`src/rtl/cmd_scheduler.sv`:
```
`timescale 1ns/1ps
`default_nettype none
// ============================================================================
//  Module      : cmd_scheduler
//  Description : Sensor command scheduler. Accepts one command at a time
//                into a single-entry buffer, turns one-shot commands into
//                sensor read requests, and maintains a per-channel table of
//                continuous temperature/humidity modes that a periodic scan
//                converts into requests, one channel per cycle.
//  Ports       : clk, rst_n               clock, async active-low reset
//                cmd_valid/ready/instr/addr  command input handshake
//                req_valid/ready/addr/type/cont  sensor read request output
//                err_addr                 pulse: command addressed a bad channel
//                overrun                  pulse: tick arrived mid-scan
//                cont_temp, cont_humid    continuous-mode table
//  Revision    : 1.0 - initial release
// ============================================================================
module cmd_scheduler #(
  parameter int NUM_CH = 8,
  parameter int ADDR_W = 5,
  parameter int PERIOD = 50000000
) (
  input  logic              clk,
  input  logic              rst_n,
  input  logic              cmd_valid,
  output logic              cmd_ready,
  input  logic [2:0]        cmd_instr,
  input  logic [ADDR_W-1:0] cmd_addr,
  output logic              req_valid,
  input  logic              req_ready,
  output logic [ADDR_W-1:0] req_addr,
  output logic [1:0]        req_type,
  output logic              req_cont,
  output logic              err_addr,
  output logic              overrun,
  output logic [NUM_CH-1:0] cont_temp,
  output logic [NUM_CH-1:0] cont_humid
);

  localparam logic [1:0] c_IDLE  = 2'd0;
  localparam logic [1:0] c_EXEC  = 2'd1;
  localparam logic [1:0] c_ISSUE = 2'd2;
  localparam logic [1:0] c_SCAN  = 2'd3;

  localparam logic [1:0] c_TYPE_TEMP   = 2'b01;
  localparam logic [1:0] c_TYPE_HUMID  = 2'b10;
  localparam logic [1:0] c_TYPE_STATUS = 2'b11;

  localparam int                c_CNT_W    = $clog2(PERIOD);
  localparam logic [c_CNT_W-1:0] c_CNT_LAST = c_CNT_W'(PERIOD - 1);
  localparam logic [ADDR_W:0]   c_NUM_CH   = (ADDR_W + 1)'(NUM_CH);
  localparam logic [ADDR_W-1:0] c_LAST_IDX = ADDR_W'(NUM_CH - 1);

  logic [1:0]         r_state;
  logic               r_buf_full;
  logic [2:0]         r_buf_instr;
  logic [ADDR_W-1:0]  r_buf_addr;
  logic [ADDR_W-1:0]  r_req_addr;
  logic [1:0]         r_req_type;
  logic               r_req_cont;
  logic               r_overrun;
  logic [NUM_CH-1:0]  r_cont_temp;
  logic [NUM_CH-1:0]  r_cont_humid;
  logic [c_CNT_W-1:0] r_cnt;
  logic               r_tick_pend;
  logic [ADDR_W-1:0]  r_scan_idx;
  logic               r_scan_act;

  logic [1:0]         w_state_nxt;
  logic               w_buf_clear;
  logic [ADDR_W-1:0]  w_req_addr_nxt;
  logic [1:0]         w_req_type_nxt;
  logic               w_req_cont_nxt;
  logic [NUM_CH-1:0]  w_temp_nxt;
  logic [NUM_CH-1:0]  w_humid_nxt;
  logic [ADDR_W-1:0]  w_idx_nxt;
  logic               w_act_nxt;
  logic               w_scan_start;
  logic               w_tick;
  logic               w_addr_bad;
  logic [NUM_CH-1:0]  w_buf_sel;
  logic [NUM_CH-1:0]  w_idx_sel;
  logic               w_idx_hit;
  logic               w_idx_temp;

  // One-hot decodes of the buffered address and the scan index; these avoid
  // indexing the NUM_CH-wide table with a wider address.
  for (genvar g = 0; g < NUM_CH; g++) begin : g_sel
    assign w_buf_sel[g] = (r_buf_addr == ADDR_W'(g));
    assign w_idx_sel[g] = (r_scan_idx == ADDR_W'(g));
  end

  assign w_tick     = (r_cnt == c_CNT_LAST);
  assign w_addr_bad = ({1'b0, r_buf_addr} >= c_NUM_CH);
  assign w_idx_temp = |(r_cont_temp & w_idx_sel);
  assign w_idx_hit  = |((r_cont_temp | r_cont_humid) & w_idx_sel);

  assign cmd_ready  = ~r_buf_full;
  assign req_valid  = (r_state == c_ISSUE);
  assign req_addr   = r_req_addr;
  assign req_type   = r_req_type;
  assign req_cont   = r_req_cont;
  assign err_addr   = (r_state == c_EXEC) && w_addr_bad;
  assign overrun    = r_overrun;
  assign cont_temp  = r_cont_temp;
  assign cont_humid = r_cont_humid;

  always_comb begin
    w_state_nxt    = r_state;
    w_buf_clear    = 1'b0;
    w_req_addr_nxt = r_req_addr;
    w_req_type_nxt = r_req_type;
    w_req_cont_nxt = r_req_cont;
    w_temp_nxt     = r_cont_temp;
    w_humid_nxt    = r_cont_humid;
    w_idx_nxt      = r_scan_idx;
    w_act_nxt      = r_scan_act;
    w_scan_start   = 1'b0;

    case (r_state)
      c_IDLE: begin
        if (r_buf_full) begin
          w_state_nxt = c_EXEC;
        end else if (r_tick_pend && |(r_cont_temp | r_cont_humid)) begin
          w_state_nxt  = c_SCAN;
          w_idx_nxt    = '0;
          w_act_nxt    = 1'b1;
          w_scan_start = 1'b1;
        end
      end

      c_EXEC: begin
        w_buf_clear = 1'b1;
        if (!w_addr_bad) begin
          case (r_buf_instr)
            3'd3: begin
              w_temp_nxt  = r_cont_temp | w_buf_sel;
              w_humid_nxt = r_cont_humid & ~w_buf_sel;
            end
            3'd4: begin
              w_humid_nxt = r_cont_humid | w_buf_sel;
              w_temp_nxt  = r_cont_temp & ~w_buf_sel;
            end
            3'd5:    w_temp_nxt  = r_cont_temp & ~w_buf_sel;
            3'd6:    w_humid_nxt = r_cont_humid & ~w_buf_sel;
            default: ;
          endcase
        end
        if (!w_addr_bad && (r_buf_instr <= 3'd4)) begin
          w_state_nxt    = c_ISSUE;
          w_req_addr_nxt = r_buf_addr;
          w_req_cont_nxt = 1'b0;
          case (r_buf_instr)
            3'd0:       w_req_type_nxt = c_TYPE_STATUS;
            3'd1, 3'd3: w_req_type_nxt = c_TYPE_TEMP;
            default:    w_req_type_nxt = c_TYPE_HUMID;
          endcase
        end else begin
          // Resume an interrupted scan at the retained index.
          w_state_nxt = r_scan_act ? c_SCAN : c_IDLE;
        end
      end

      c_ISSUE: begin
        if (req_ready) begin
          if (r_req_cont) begin
            // Scan-generated request done: move past this channel.
            if (r_scan_idx == c_LAST_IDX) begin
              w_state_nxt = c_IDLE;
              w_idx_nxt   = '0;
              w_act_nxt   = 1'b0;
            end else begin
              w_state_nxt = c_SCAN;
              w_idx_nxt   = r_scan_idx + ADDR_W'(1);
            end
          end else begin
            w_state_nxt = r_scan_act ? c_SCAN : c_IDLE;
          end
        end
      end

      c_SCAN: begin
        if (r_buf_full) begin
          // Commands preempt the scan between channels; index is kept.
          w_state_nxt = c_EXEC;
        end else if (w_idx_hit) begin
          w_state_nxt    = c_ISSUE;
          w_req_addr_nxt = r_scan_idx;
          w_req_type_nxt = w_idx_temp ? c_TYPE_TEMP : c_TYPE_HUMID;
          w_req_cont_nxt = 1'b1;
        end else if (r_scan_idx == c_LAST_IDX) begin
          w_state_nxt = c_IDLE;
          w_idx_nxt   = '0;
          w_act_nxt   = 1'b0;
        end else begin
          w_idx_nxt = r_scan_idx + ADDR_W'(1);
        end
      end

      default: w_state_nxt = c_IDLE;
    endcase
  end

  always_ff @(posedge clk or negedge rst_n) begin
    if (!rst_n) begin
      r_state      <= c_IDLE;
      r_buf_full   <= 1'b0;
      r_buf_instr  <= 3'd0;
      r_buf_addr   <= '0;
      r_req_addr   <= '0;
      r_req_type   <= 2'b00;
      r_req_cont   <= 1'b0;
      r_overrun    <= 1'b0;
      r_cont_temp  <= '0;
      r_cont_humid <= '0;
      r_cnt        <= '0;
      r_tick_pend  <= 1'b0;
      r_scan_idx   <= '0;
      r_scan_act   <= 1'b0;
    end else begin
      r_state      <= w_state_nxt;
      r_req_addr   <= w_req_addr_nxt;
      r_req_type   <= w_req_type_nxt;
      r_req_cont   <= w_req_cont_nxt;
      r_cont_temp  <= w_temp_nxt;
      r_cont_humid <= w_humid_nxt;
      r_scan_idx   <= w_idx_nxt;
      r_scan_act   <= w_act_nxt;

      if (w_buf_clear) begin
        r_buf_full <= 1'b0;
      end else if (cmd_valid && !r_buf_full) begin
        r_buf_full  <= 1'b1;
        r_buf_instr <= cmd_instr;
        r_buf_addr  <= cmd_addr;
      end

      r_cnt <= w_tick ? '0 : r_cnt + c_CNT_W'(1);

      // A tick outranks the scan-start clear so it is never lost; repeated
      // ticks simply re-set the same flag.
      if (w_tick)
        r_tick_pend <= 1'b1;
      else if (w_scan_start)
        r_tick_pend <= 1'b0;

      r_overrun <= w_tick && r_scan_act;
    end
  end

endmodule
`default_nettype wire

```
`config.mk`:
```
export PLATFORM = sky130hd
export DESIGN_NAME = cmd_scheduler
export DESIGN_NICKNAME = d
export VERILOG_FILES = /design/src/rtl/cmd_scheduler.sv
export SDC_FILE = /design/constraint.sdc
export NUM_CORES = 1
export LEC_CHECK = 0
export ABC_CLOCK_PERIOD_IN_PS = 2070
export CAP_MARGIN = 20
export CORE_ASPECT_RATIO = 0.5
export CORE_UTILIZATION = 50
export DETAILED_ROUTE_END_ITERATION = 12
export GPL_ROUTABILITY_DRIVEN = 0
export PLACE_DENSITY = 0.82
export REMOVE_ABC_BUFFERS = 1
export SLEW_MARGIN = 10
export SYNTH_ARGS = -nofsm -noshare
export SYNTH_HDL_FRONTEND = slang
export SYNTH_SLANG_ARGS = --single-unit
export TNS_END_PERCENT = 30
```
`constraint.sdc`:
```
create_clock -name clk -period 2.07 [get_ports clk]
set_input_delay 0.5175 -clock clk [delete_from_list [all_inputs] [get_ports clk]]
set_output_delay 0.5175 -clock clk [all_outputs]
set_load 0.005 [all_outputs]
```
; Yosys cells after proc, flatten, opt, wreduce, memory -nomap -nowiden
; Index checks and enable logic that the tools add are counted.
[op_classes]
add_sub_neg = 2
order_cmp = 2
eq_ne = 33
n_mux = 52
bitwise = 11
n_reduce_logical = 29
[ops]
columns = op, n
row1 = 2-to-1 mux 5 bit, 10
row2 = "equality test 5 x 3 -> 1 bit, second input constant", 8
row3 = AND 8 bit, 4
row4 = case mux 8 bit (2 select lines), 2
row5 = 2-to-1 mux 2 bit, 14
row6 = "adder 26 x 1 -> 26 bit, second input constant", 1
row7 = "equality test 26 bit, second input constant", 1
row8 = 2-to-1 mux 26 bit, 1
row9 = OR 8 bit, 3
row10 = OR reduction 8 bit, 3
row11 = "equality test 5 x 2 -> 1 bit, second input constant", 4
row12 = 2-to-1 mux 1 bit, 18
row13 = case mux 5 bit (3 select lines), 1
row14 = "equality test 5 x 1 -> 1 bit, second input constant", 2
row15 = zero test 5 bit, 2
row16 = "!= test 2 bit, second input constant", 5
row17 = case mux 5 bit (2 select lines), 1
row18 = nonzero test 2 bit, 5
row19 = "equality test 3 bit, second input constant", 3
row20 = AND reduction 3 bit, 3
row21 = NOT 8 bit, 1
row22 = case mux 2 bit (2 select lines), 2
row23 = case mux 2 bit (4 select lines), 1
row24 = AND reduction 7 bit, 1
row25 = other kinds (21), 33
[word_totals]
regBits = 69
inputBits = 12
out_inout_bits = 28
word_cells = 143

; Longest topological paths before layout
[depth]
word_depth = 8
ltp_mapped = 7
depth_no_buf = 7

; Worst setup path before layout
; Ideal clock, no wire load.
[synth_timing]
path_type = register to register
start = register r_scan_idx[0]
end = register r_req_addr[0], in the netlist req_addr[0]
setup_ps = 125
t_arrival_ps = 1784
required_time_ps = 1945
setup_slack_ps = 162
path_stages_with_launch = 8
path_buffers = 1
synth_period_minus_slack_ps = 1908
path_cell_list = dfrtp_1 -> ha_1 -> clkbuf_1 -> o21ai_0 -> nand4_1 -> mux2i_1 -> o21ai_1 -> mux2_2
[synth_via]
elab_chain_cells = 5
elab_cells_between_ends = 15
cone_classes = 8 x eq/ne / 3 x mux / 1 x bitwise / 3 x reduce/logical
[synth_rtl]
columns = item, line_no
row1 = "start, declared", 66  ; logic [ADDR_W-1:0] r_scan_idx;
row2 = "start signal, assigned", 227  ; r_scan_idx <= w_idx_nxt;
row3 = equality test 5 x 1 -> 1 bit (tied with other cells), 90  ; assign w_idx_sel[g] = (r_scan_idx == ADDR_W'(g));
row4 = AND 8 bit, 96  ; assign w_idx_hit = |((r_cont_temp | r_cont_humid) & w_idx_sel);
row5 = OR reduction 8 bit, 96
row6 = != test 2 bit (no source line), --
row7 = AND reduction 4 bit (no source line), --
row8 = "end signal, assigned", 222  ; r_req_addr <= w_req_addr_nxt;
row9 = "end, declared", 58  ; logic [ADDR_W-1:0] r_req_addr;
; Parallel ways exist; a longest one is shown, timed or not. The select of a mux whose other input is x is not followed.
; A chain may end at the register's enable or synchronous reset.

; Worst setup path after layout
[layout_timing]
start = register r_scan_idx[0]
end = register r_req_addr[1], in the netlist req_addr[1]
[layout_via]
elab_chain_cells = 5
elab_cells_between_ends = 12
cone_classes = 8 x eq/ne / 1 x bitwise / 3 x reduce/logical
[layout_rtl]
columns = item, line_no
row1 = equality test 5 x 1 -> 1 bit (tied with other cells), 90
row2 = AND 8 bit *, 96
row3 = OR reduction 8 bit *, 96
row4 = != test 2 bit (no source line) *, --
row5 = AND reduction 4 bit (no source line) *, --
; Every way passes the cells marked *; elsewhere a longest branch is shown, timed or not.

==> impl_metrics.env <==
export IMPL_status="complete, but fails checks"
export IMPL_violations="setup timing"
export IMPL_tightest_slew_ns=0.5421
export IMPL_yosysUniqueCellTypes=52
export IMPL_p_int_mw=3.707
export IMPL_fmaxAchievable_ghz=0.4715
export IMPL_track_usage=0.2477
export IMPL_ys_ff_latch=69
export IMPL_cts_tree="built"
export IMPL_fp_dieH_um=61.49
export IMPL_grt_overflow_total=0
export IMPL_synth_top_area_frac=0.4880
export IMPL_synth_top_cell_by_area="dfrtp_1"
export IMPL_routed_via_density=6.036
export IMPL_pwr_share_comb=0.369
export IMPL_ys_seq_area_frac=0.4880
export IMPL_final_common_cell="dfrtp_1"
export IMPL_final_cell_mix="dfrtp_1 (69), clkdlybuf4s50_1 (38), nor2_1 (35)"
export IMPL_timing_final_crit_share=1.025
export IMPL_cts_root_buffer="clkbuf_16"
export IMPL_whs_ns=0.1590
export IMPL_fin_util=0.6613
export IMPL_drv_cap=0
export IMPL_period_minus_slack_ns=2.121
export IMPL_cpPeakStageDelay_ns=0.41
export IMPL_worst_slack_ns=-0.05076
export IMPL_pwr_share_seq=0.376
export IMPL_numPortBuffers=39
export IMPL_hold_class="in2async"
export IMPL_syn_instance_count=354
export IMPL_synth_area_top_cells="dfrtp_1 (49%), mux2_2 (6.4%), nor2_1 (3.8%)"
export IMPL_async_flop_share=1.000
export IMPL_initial_core_util=0.5240
export IMPL_p_per_area_nw_per_um2=1294
export IMPL_hold_viol_final=0
export IMPL_rsz0062_at_grt="true"
export IMPL_cp_data_required_time_ns=2.28
export IMPL_maxSlewHeadroom=0.6353
export IMPL_fillCellCount=466
export IMPL_synthToLayoutAreaGrowth_pct=26.20
export IMPL_rows=21
export IMPL_p_leak_nw=1.925
export IMPL_cp_start_kind="register"
export IMPL_clock_skew_ns=0.004234
export IMPL_end_kind="register"
export IMPL_grt_max_degree=49
export IMPL_htreeDepth=3
export IMPL_nNetsFinal=427
export IMPL_first_global_vias=2904
export IMPL_ios=40
export IMPL_crit_type="reg2reg"
export IMPL_wirelength_mm=8.981
export IMPL_clock_sinks=69
export IMPL_cts_buffers_inserted=9
export IMPL_insertion_delay_ns=0.33
export IMPL_drv_slew=0
export IMPL_ant_nets=0
export IMPL_p_switching_mw=2.070
export IMPL_synth_ff_type="dfrtp_1"
export IMPL_synth_warnings=0
export IMPL_coreArea_um2=6753
export IMPL_drc=0
export IMPL_grt_pass1_wl_mm=14.03
export IMPL_worst_endpoint_arrival_ns=2.33
export IMPL_layout_drive_gt1_share=0.1598
export IMPL_placed_cells=489
export IMPL_antenna_found_initial=0
export IMPL_dp_hpwl_mm=6.053
export IMPL_cp_cell_sequence="inv_1, ha_1, o21ai_0, nand4_1, mux2i_4, o21ai_4, mux2_2"
export IMPL_n_antenna_cell=0
export IMPL_setup_viol_count_final=7
export IMPL_clkTransAtPathRegs_ns=0.05
export IMPL_path_buf_inv=1
export IMPL_crit_fanout=5
export IMPL_routed_via_count=3048
export IMPL_swShare=0.3583
export IMPL_die_area_um2=7438
export IMPL_routedWlPerCell_um=17.78
export IMPL_synth_edf_count=0
export IMPL_final_cells=505
export IMPL_clock_path_buffers=2
export IMPL_tns_ns=-0.1459
export IMPL_firstDrtPassIters=5
export IMPL_cp_top_family="multiplexers"
export IMPL_syn_area_per_cell_um2=9.995
export IMPL_ir_drop_mv=0.7199
export IMPL_clkPwrFrac=0.255
export IMPL_p_total_mw=5.776
export IMPL_mappedNetlistArea_um2=3538
export IMPL_slowest_stage="dfrtp_1"
export IMPL_die_width_um=121.0
export IMPL_drt_iter0_markers=387
cell usage after synthesis, drive strengths merged, types with 6 or more instances:
| library cell | number |
|---|---|
| nor3 | 10 |
| dfrtp | 69 |
| xor2 | 11 |
| nand2 | 31 |
| nor4 | 9 |
| nor2b | 6 |
| nand3 | 21 |
| o21ai | 23 |
| inv | 12 |
| nor2 | 36 |
| clkbuf | 11 |
| mux2i | 6 |
| nand4 | 12 |
| xnor2 | 11 |
| nand2b | 7 |
| mux2 | 20 |
| a21oi | 10 |
metal layers:
metal  wire, µm  up-vias  GRT usage
li1           -     1396          -
met1       3801     1498     0.3042
met2       4458      126     0.4310
met3        494       28    0.06111
met4        227        0     0.1076
met5          0        -          0
final timing paths:
check,startpoint,to,slack [ns],cells past startpoint
worst max register to register,r_scan_idx[0]$_DFFE_PN0P_,req_addr[1]$_DFFE_PN0P_,-0.05,7
min in group clk,r_cnt[0]$_DFF_PN0_,r_cnt[0]$_DFF_PN0_,0.49,1
worst min-delay path,rst_n,r_scan_idx[3]$_DFFE_PN0P_,0.16,1
worst max-delay path,r_scan_idx[0]$_DFFE_PN0P_,req_addr[1]$_DFFE_PN0P_,-0.05,7
max in group asynchronous,rst_n,r_cnt[9]$_DFF_PN0_,1.28,2
worst min register to register,r_cnt[0]$_DFF_PN0_,r_cnt[0]$_DFF_PN0_,0.49,1
area by class of cell:
type / instances / area [µm²] / area share
Multi-Input combinational cell: 261 / 1764 / 0.3951
Sequential cell: 69 / 1727 / 0.3867
Timing Repair Buffer: 57 / 533.0 / 0.1194
Clock buffer: 12 / 246.5 / 0.05520
Tap cell: 92 / 115.1 / 0.02578
Inverter: 12 / 45.04 / 0.01009
Clock inverter: 2 / 35.03 / 0.007845
power groups by stage:
stage | Sequential (mW) | Clock, mW | Combinational, mW
6_report | 2.17 | 1.47 | 2.13
5_1_grt | 2.21 | 1.55 | 2.30
4_1_cts | 2.14 | 1.48 | 1.98
3_5_place_dp | 2.14 | 0 | 1.93
3_3_place_gp | 2.13 | 0 | 1.87
2_1_floorplan | 2.07 | 0 | 1.05
logic make-up after synthesis:
group                    share of synthesized area
adder cells (fa/ha/maj)                    0.01768
XOR/XNOR                                   0.05445
multiplexers                               0.08062
buffers and inverters                      0.02758
flip-flops                                  0.4880
AO/OA/AOI/OAI                               0.1011
AND/OR/NAND/NOR                             0.2306
stage by stage:
step | cell area (µm²) | setup slack, ns
3_3_place_gp | 4119 | 0.01543
4_1_cts | 4407 | -0.04042
3_5_place_dp | 4119 | -0.1087
5_1_grt | 4466 | -0.1225
6_report | 4466 | -0.05076
2_1_floorplan | 3486 | 0.03656
worst reg2reg max path, stage by stage (launching register included):
cell and delay (ns):
dfrtp_1 0.41, inv_1 0.17, ha_1 0.25, o21ai_0 0.18, nand4_1 0.21, mux2i_4 0.13, o21ai_4 0.25, mux2_2 0.38
timing repair:
| action | 4_1_cts | 5_1_grt |
|---|---|---|
| pin swaps | 0 | 4 |
| setup endpoints to repair | 6 | 11 |
| buffers inserted | 0 | 2 |
| hold buffers | 0 | 0 |
| gates resized for setup | 3 | 9 |
No activity file was read; power rests on OpenSTA's default activity.
